--- src/rtl/div_share_arb_pkg.sv ---
// Shared constants, types and helpers for the shared-divider arbiter.
// Optional feature macro: DIV_SHARE_ARB_ZERO_CHECK_EN (divide-by-zero detection).
package div_share_arb_pkg;

  localparam int unsigned DEF_W     = 16;
  localparam int unsigned DEF_N_REQ = 4;

  // Pipeline entries are sized for the widest supported build; narrower
  // builds zero-extend on entry and truncate on exit.
  localparam int unsigned MAX_W     = 64;
  localparam int unsigned MAX_TAG_W = 8;

  // Quotient reported for a zero divisor when detection is enabled.
  localparam logic [MAX_W-1:0] DZ_ALL_ONES = '1;

  // Requester tag width: clog2 of the requester count, at least one bit.
  function automatic int unsigned tag_w(input int unsigned n);
    return (n <= 1) ? 1 : $clog2(n);
  endfunction

  typedef struct packed {
    logic                 valid;
    logic [MAX_TAG_W-1:0] tag;
    logic [MAX_W-1:0]     quot;
    logic [MAX_W-1:0]     rem;
    logic                 dz;
  } pipe_entry_t;

endpackage

--- src/rtl/div_share_arb_div_comb.sv ---
// Combinational unsigned divider shared by all requesters.
module div_comb #(
  parameter int unsigned W = 16
) (
  input  logic [W-1:0] numer_i,
  input  logic [W-1:0] denom_i,
  output logic [W-1:0] quot_c_o,
  output logic [W-1:0] rem_c_o
);

  assign quot_c_o = numer_i / denom_i;
  assign rem_c_o  = numer_i % denom_i;

endmodule

--- src/rtl/div_share_arb_rr_arbiter.sv ---
// Round-robin grant: search starts one past the last granted index.
module div_rr_arbiter
  import div_share_arb_pkg::*;
#(
  parameter int unsigned N_REQ = DEF_N_REQ
) (
  input  logic             clk,
  input  logic             rst_n,
  input  logic [N_REQ-1:0] req_i,
  output logic [N_REQ-1:0] grant_c_o
);

  localparam int unsigned TAG_W = tag_w(N_REQ);

  logic [TAG_W-1:0] ptr_q;
  logic [TAG_W-1:0] ptr_d;
  logic [TAG_W-1:0] idx_c;
  logic             found_c;

  // Scan from the pointer; the first requesting index wins and moves the pointer past it.
  always_comb begin
    grant_c_o = '0;
    ptr_d     = ptr_q;
    idx_c     = '0;
    found_c   = 1'b0;
    for (int unsigned k = 0; k < N_REQ; k++) begin
      idx_c = TAG_W'((32'(ptr_q) + k) % N_REQ);
      if (!found_c && req_i[idx_c]) begin
        found_c          = 1'b1;
        grant_c_o[idx_c] = 1'b1;
        ptr_d            = (32'(idx_c) == N_REQ - 1) ? '0 : idx_c + TAG_W'(1);
      end
    end
  end

  // Pointer register; search restarts at requester 0 after reset.
  always_ff @(posedge clk or negedge rst_n) begin
    if (!rst_n) begin
      ptr_q <= '0;
    end else begin
      ptr_q <= ptr_d;
    end
  end

endmodule

--- src/rtl/div_share_arb.sv ---
// Divider shared between N_REQ requesters: round-robin accept, operand stage,
// one combinational divider, DIV_LAT result stages, per-requester held response.
// Optional feature macro: DIV_SHARE_ARB_ZERO_CHECK_EN (zero divisor yields
// all-ones quotient, remainder = dividend, resp_dz = 1).
module div_share_arb
  import div_share_arb_pkg::*;
#(
  parameter int unsigned N_REQ   = DEF_N_REQ,
  parameter int unsigned W       = DEF_W,
  parameter int unsigned DIV_LAT = 2
) (
  input  logic               clk,
  input  logic               rst_n,
  input  logic [N_REQ-1:0]   req_valid,
  output logic [N_REQ-1:0]   req_ready,
  input  logic [N_REQ*W-1:0] req_numer,
  input  logic [N_REQ*W-1:0] req_denom,
  output logic [N_REQ-1:0]   resp_valid,
  input  logic [N_REQ-1:0]   resp_ready,
  output logic [N_REQ*W-1:0] resp_quot,
  output logic [N_REQ*W-1:0] resp_rem,
  output logic [N_REQ-1:0]   resp_dz,
  output logic               busy
);

  localparam int unsigned TAG_W = tag_w(N_REQ);

  logic [N_REQ-1:0]   elig_c;
  logic [N_REQ-1:0]   grant_c;
  logic [N_REQ-1:0]   inflight_q;
  logic [N_REQ-1:0]   inflight_d;

  logic               op_valid_q;
  logic               op_valid_d;
  logic [TAG_W-1:0]   op_tag_q;
  logic [TAG_W-1:0]   op_tag_d;
  logic [W-1:0]       op_numer_q;
  logic [W-1:0]       op_numer_d;
  logic [W-1:0]       op_denom_q;
  logic [W-1:0]       op_denom_d;

  logic [W-1:0]       div_quot_c;
  logic [W-1:0]       div_rem_c;
  pipe_entry_t        stage_in_c;
  pipe_entry_t        pipe_q [DIV_LAT];
  pipe_entry_t        pipe_d [DIV_LAT];

  logic [N_REQ-1:0]   resp_valid_q;
  logic [N_REQ-1:0]   resp_valid_d;
  logic [N_REQ*W-1:0] resp_quot_q;
  logic [N_REQ*W-1:0] resp_quot_d;
  logic [N_REQ*W-1:0] resp_rem_q;
  logic [N_REQ*W-1:0] resp_rem_d;

  // One outstanding op per requester: idle in the pipe and no held result.
  assign elig_c = req_valid & ~inflight_q & ~resp_valid_q & {N_REQ{rst_n}};

  div_rr_arbiter #(
    .N_REQ (N_REQ)
  ) u_arb (
    .clk       (clk),
    .rst_n     (rst_n),
    .req_i     (elig_c),
    .grant_c_o (grant_c)
  );

  assign req_ready = grant_c;

  // Operand stage capture: the granted requester's operands and tag.
  always_comb begin
    op_valid_d = |grant_c;
    op_tag_d   = op_tag_q;
    op_numer_d = op_numer_q;
    op_denom_d = op_denom_q;
    for (int unsigned i = 0; i < N_REQ; i++) begin
      if (grant_c[i]) begin
        op_tag_d   = TAG_W'(i);
        op_numer_d = req_numer[i*W +: W];
        op_denom_d = req_denom[i*W +: W];
      end
    end
  end

  div_comb #(
    .W (W)
  ) u_div (
    .numer_i  (op_numer_q),
    .denom_i  (op_denom_q),
    .quot_c_o (div_quot_c),
    .rem_c_o  (div_rem_c)
  );

  // Build the entry that enters the first result stage.
  always_comb begin
    stage_in_c       = '0;
    stage_in_c.valid = op_valid_q;
    stage_in_c.tag   = MAX_TAG_W'(op_tag_q);
    stage_in_c.quot  = MAX_W'(div_quot_c);
    stage_in_c.rem   = MAX_W'(div_rem_c);
`ifdef DIV_SHARE_ARB_ZERO_CHECK_EN
    if (op_denom_q == '0) begin
      stage_in_c.quot = DZ_ALL_ONES;
      stage_in_c.rem  = MAX_W'(op_numer_q);
      stage_in_c.dz   = 1'b1;
    end
`endif
  end

  // Result stages shift one entry per cycle.
  always_comb begin
    pipe_d[0] = stage_in_c;
    for (int unsigned k = 1; k < DIV_LAT; k++) begin
      pipe_d[k] = pipe_q[k-1];
    end
  end

  // Retire the last stage into the tagged requester's response slot.
  always_comb begin
    inflight_d   = inflight_q | grant_c;
    resp_valid_d = resp_valid_q & ~resp_ready;
    resp_quot_d  = resp_quot_q;
    resp_rem_d   = resp_rem_q;
    for (int unsigned i = 0; i < N_REQ; i++) begin
      if (pipe_q[DIV_LAT-1].valid && (pipe_q[DIV_LAT-1].tag == MAX_TAG_W'(i))) begin
        inflight_d[i]         = 1'b0;
        resp_valid_d[i]       = 1'b1;
        resp_quot_d[i*W +: W] = W'(pipe_q[DIV_LAT-1].quot);
        resp_rem_d[i*W +: W]  = W'(pipe_q[DIV_LAT-1].rem);
      end
    end
  end

  // Operand stage, result stages and response slots.
  always_ff @(posedge clk or negedge rst_n) begin
    if (!rst_n) begin
      op_valid_q   <= 1'b0;
      op_tag_q     <= '0;
      op_numer_q   <= '0;
      op_denom_q   <= '0;
      inflight_q   <= '0;
      resp_valid_q <= '0;
      resp_quot_q  <= '0;
      resp_rem_q   <= '0;
      for (int unsigned k = 0; k < DIV_LAT; k++) begin
        pipe_q[k] <= '0;
      end
    end else begin
      op_valid_q   <= op_valid_d;
      op_tag_q     <= op_tag_d;
      op_numer_q   <= op_numer_d;
      op_denom_q   <= op_denom_d;
      inflight_q   <= inflight_d;
      resp_valid_q <= resp_valid_d;
      resp_quot_q  <= resp_quot_d;
      resp_rem_q   <= resp_rem_d;
      for (int unsigned k = 0; k < DIV_LAT; k++) begin
        pipe_q[k] <= pipe_d[k];
      end
    end
  end

`ifdef DIV_SHARE_ARB_ZERO_CHECK_EN
  logic [N_REQ-1:0] resp_dz_q;
  logic [N_REQ-1:0] resp_dz_d;

  // Zero-divide flag travels with the held result.
  always_comb begin
    resp_dz_d = resp_dz_q;
    for (int unsigned i = 0; i < N_REQ; i++) begin
      if (pipe_q[DIV_LAT-1].valid && (pipe_q[DIV_LAT-1].tag == MAX_TAG_W'(i))) begin
        resp_dz_d[i] = pipe_q[DIV_LAT-1].dz;
      end
    end
  end

  // Zero-divide flag register.
  always_ff @(posedge clk or negedge rst_n) begin
    if (!rst_n) begin
      resp_dz_q <= '0;
    end else begin
      resp_dz_q <= resp_dz_d;
    end
  end

  assign resp_dz = resp_dz_q;
`else
  assign resp_dz = '0;
`endif

  assign resp_valid = resp_valid_q;
  assign resp_quot  = resp_quot_q;
  assign resp_rem   = resp_rem_q;
  assign busy       = (|inflight_q) | (|resp_valid_q);

endmodule

--- config.mk ---
export PLATFORM = sky130hd
export DESIGN_NAME = div_share_arb
export DESIGN_NICKNAME = d
export VERILOG_FILES = /design/src/rtl/div_share_arb_pkg.sv /design/src/rtl/div_share_arb_div_comb.sv /design/src/rtl/div_share_arb_rr_arbiter.sv /design/src/rtl/div_share_arb.sv
export SDC_FILE = /design/constraint.sdc
export NUM_CORES = 1
export LEC_CHECK = 0
export CAP_MARGIN = 0
export CORE_MARGIN = 3
export CORE_UTILIZATION = 33
export CTS_CLUSTER_DIAMETER = 150
export DETAILED_ROUTE_END_ITERATION = 8
export PLACE_DENSITY_LB_ADDON = 0.08
export SETUP_SLACK_MARGIN = 0.1
export SLEW_MARGIN = 30
export SYNTH_ARGS = -nofsm -noshare
export SYNTH_HDL_FRONTEND = slang
export SYNTH_SLANG_ARGS = --single-unit
--- constraint.sdc ---
create_clock -name clk -period 41.7 [get_ports clk]
set_input_delay 12.51 -clock clk [delete_from_list [all_inputs] [get_ports clk]]
set_output_delay 12.51 -clock clk [all_outputs]
set_load 0.005 [all_outputs]
==> key figures, run 1 <==
Run status
  • Outcome: completed

Floorplan
  • Starting Density: 33.7%
  • Core Rows: 81
  • DIE AREA: 0.0532 mm2
  • Core Region: 0.0495 mm2
  • Io pins: 279
  • Die H: 231 um
  • Die width: 231 um

Finish
  • P&R area growth vs syn: 26.4%
  • Area of the multi-input gates: 0.0101 mm2
  • Fin area: 0.0211 mm2
  • Layout cell share with drive strength beyond 1: 14.0%
  • Post-Layout Cell Count: 2,638
  • Filler cells: 4,908
  • Layout net count: 2,236
  • FF/Latch Area: 0.00608 mm2
  • Diode count: 0

Placed design
  • Detail Placement HPWL: 44,000 um
  • Placed cell count: 2,586
  • Placed inst area: 0.0201 mm2
  • Post-place setup slack: 6.35 ns
  • GPL Wtd Cong: 0.903
  • IO buf count: 274

Timing
  • Period utilization: 85.5%
  • Slew HR: 36.1%
  • Final setup TNS: 0 ns
  • Slew Viols, Final: 0
  • Worst Slack Setup Final: 6.05 ns
  • Final setup fails: 0
  • RSZ-0062 raised after global routing: false
  • Fmax: 0.0280 GHz
  • Period minus WS final: 35.65 ns
  • Final Skew: 0.0166 ns
  • Least-Margin Pin Slew: 0.945 ns
  • Final hold viol count: 0

Setup path
  • Crit. End Element: flop
  • Reg-to-reg endpoint: pipe_d[10]
  • FF-to-FF setup slack: 6.05 ns
  • Critical R2R Launch: op_denom_q[13]
  • CP arrival: 36.10 ns
  • Critical path's slowest cell: or4_1
  • CP delay by family, top: compound AO/OA/AOI/OAI gates
  • Crit-path most repeated cell: ha_1
  • Setup Crit Path Kind: flop to flop
  • Worst path max stage delay: 0.77 ns
  • Critical Path RT: 42.15 ns
  • Crit start category: flop
  • FF-to-FF path depth: 116
  • Buffers & Inverters on Critical Path: 12
  • Critical path peak fanout: 18

Yosys
  • Number of flops mapped to enable cells by yosys: 0
  • FFs w/ async S/R, synth: 100%
  • Top-area cell type share of the netlist area: 36.5%
  • Primary FF master, synth: dfrtp_1
  • Most frequent cell after synthesis: dfrtp_1
  • Syn_area_per_cell: 9.84 um2
  • Syn. warnings: 0
  • Synth Instances: 1,694
  • Cell variety after synth: 94
  • Dominant cell type by area after synthesis: dfrtp_1
  • Ranking of synthesized cells by area: dfrtp_1, ha_1, mux2_2, nor2_1, a21oi_1
  • Seq cells post-synth: 243
  • Sequential-to-total area share from yosys stat: 36.5%
  • Synth cell count leaders: dfrtp_1, mux2_2, nor2_1
  • Synthesized area: 0.0167 mm2

Global route
  • Largest net degree at the start of global routing: 106
  • GRT Total Usage: 21.2%
  • First-pass GRT wire length: 87,300 um
  • Initial antenna violation count: 0
  • Vias in the first global route: 14.5k
  • GR Overflow Total: 0

Drt
  • Final routed DRC violation total: 0
  • Antenna Nets Post-Route: 0
  • Post-DR vias/cell: 5.45
  • DR vias: 14.4k
  • Initial drt markers: 782
  • DRT Pass-1 Iters: 5
  • Final wirelength: 57,900 um
  • Per-cell routed wire length: 22.0 um

Clock network
  • CTS Hold Bufs: 0
  • Clock root buffer: clkbuf_16
  • Clk_lat worst skew: 0.57 ns
  • Post-CTS Setup Bufs: 0
  • CTS tree: built
  • CTS Sinks: 243
  • CTS resizes: 0
  • Clk buf depth: 3
  • Total CTS buffers: 30
  • H-tree Lvls: 1
  • Worst-path clk slew: 0.06 ns

Hold path
  • Hold Path Class: flop to flop
  • Hold Path End: pipe_d[137]
  • Hold depth: 0
  • Worst Hold Launch: op_valid_q

Job
  • Max_cap viols: 0
[sequential cells by signal (all words and copies together) (netlist names)]
register and flops:
pipe_q 35, resp_quot 64, op_valid_q 1, resp_valid 4, op_numer_q 16, pipe_d 35
resp_rem 64, op_denom_q 16, op_tag_q 2, inflight_q 4, u_arb.ptr_q 2
[worst max path at each step]
stage                         startpoint  slack [ns]          to  cells after the start
final                     op_denom_q[13]        6.05  pipe_d[10]                    116
after global routing      op_denom_q[13]        3.12  pipe_d[10]                    117
after CTS                 op_denom_q[13]        6.24  pipe_d[10]                    116
after detailed placement  op_denom_q[13]        6.35  pipe_d[10]                    116
after global placement    op_denom_q[12]        7.20  pipe_d[10]                    116
after floorplan           op_denom_q[12]       13.53  pipe_d[13]                    124
[cells by family (layout without fill, tap and decap cells)]
logic type               after synthesis  count (layout)  share of synthesized area (%)
AO/OA/AOI/OAI                        441             441                           18.3
XOR/XNOR                              78              78                           4.10
adder cells (fa/ha/maj)              144             144                           10.9
buffers and inverters                132             409                           3.18
flip-flops                           243             243                           36.5
multiplexers                         206             206                           13.6
other                                  1               4                         0.0225
AND/OR/NAND/NOR                      449             449                           13.4
[stage by stage]
step,utilization [%],hold slack [ns]
global placement,40.7,0.332
floorplan,-,0.331
detailed placement,40.7,0.335
global route,42.6,0.353
finish,42.6,0.347
CTS,42.6,0.348
[per-layer routing]
metal / GRT usage (%) / share of wire [%] / vias to the layer above
met4: 5.54 / 2.7 / 0
met1: 29.3 / 47 / 7064
met5: 0 / 0 / -
met3: 3.55 / 5.9 / 87
li1: - / - / 6828
met2: 34.3 / 45 / 410
[cell usage in the layout, fill, tap and decap left out, types with 16 or more instances in the layout]
cell type,count
inv_1,60
a21oi_1,96
a21o_1,26
mux2_2,157
clkbuf_16,30
clkdlybuf4s50_1,273
nor2_1,151
nand2_1,97
nand3_1,28
o211ai_1,19
o21a_1,35
xnor2_1,49
or3_1,21
buf_4,16
ha_1,143
mux2i_1,46
o22ai_1,38
dfrtp_1,243
o21ai_0,57
a211oi_1,45
nor3_1,32
xor2_1,29
[worst reg2reg max path, delay by kind of cell, from the launching register on]
family	cells	cell delay [ns]
compound gates	54	16.17
simple gates	31	8.66
fa+ha+maj	15	4.80
buf+inv	12	3.84
mux	4	1.65
flops	1	0.44
[cell type report]
| type | count | share of cell area, % |
|---|---|---|
| timing repair buffer | 292 | 13.7 |
| clock inverter | 11 | 0.434 |
| inverter | 65 | 1.16 |
| multi-input combinational | 1322 | 48.0 |
| tap | 664 | 3.94 |
| sequential | 243 | 28.9 |
| clock buffer | 41 | 3.90 |
Power of run 1 is not shown: default switching activity piles up to over one toggle a cycle in this logic, so the estimate is an artifact.
==> run 2, diff against run 1 <==
--- a/config.mk
+++ b/config.mk
@@ -10,6 +10,7 @@
 export CORE_UTILIZATION = 33
 export CTS_CLUSTER_DIAMETER = 150
 export DETAILED_ROUTE_END_ITERATION = 8
+export HOLD_SLACK_MARGIN = 0.15
 export PLACE_DENSITY_LB_ADDON = 0.08
 export SETUP_SLACK_MARGIN = 0.1
 export SLEW_MARGIN = 30
==> results of run 2 <==
The final DEF is identical to that of run 1; final timing and power are the same.
Power of run 2 is left out for the same reason.
==> run 3, diff against run 2 <==
--- a/config.mk
+++ b/config.mk
@@ -8,7 +8,7 @@
 export CAP_MARGIN = 0
 export CORE_MARGIN = 3
 export CORE_UTILIZATION = 33
-export CTS_CLUSTER_DIAMETER = 150
+export CTS_CLUSTER_DIAMETER = 200
 export DETAILED_ROUTE_END_ITERATION = 8
 export HOLD_SLACK_MARGIN = 0.15
 export PLACE_DENSITY_LB_ADDON = 0.08
==> results of run 3 <==
The final DEF is identical to that of run 1; final timing and power are the same.
Power of run 3 is left out for the same reason.
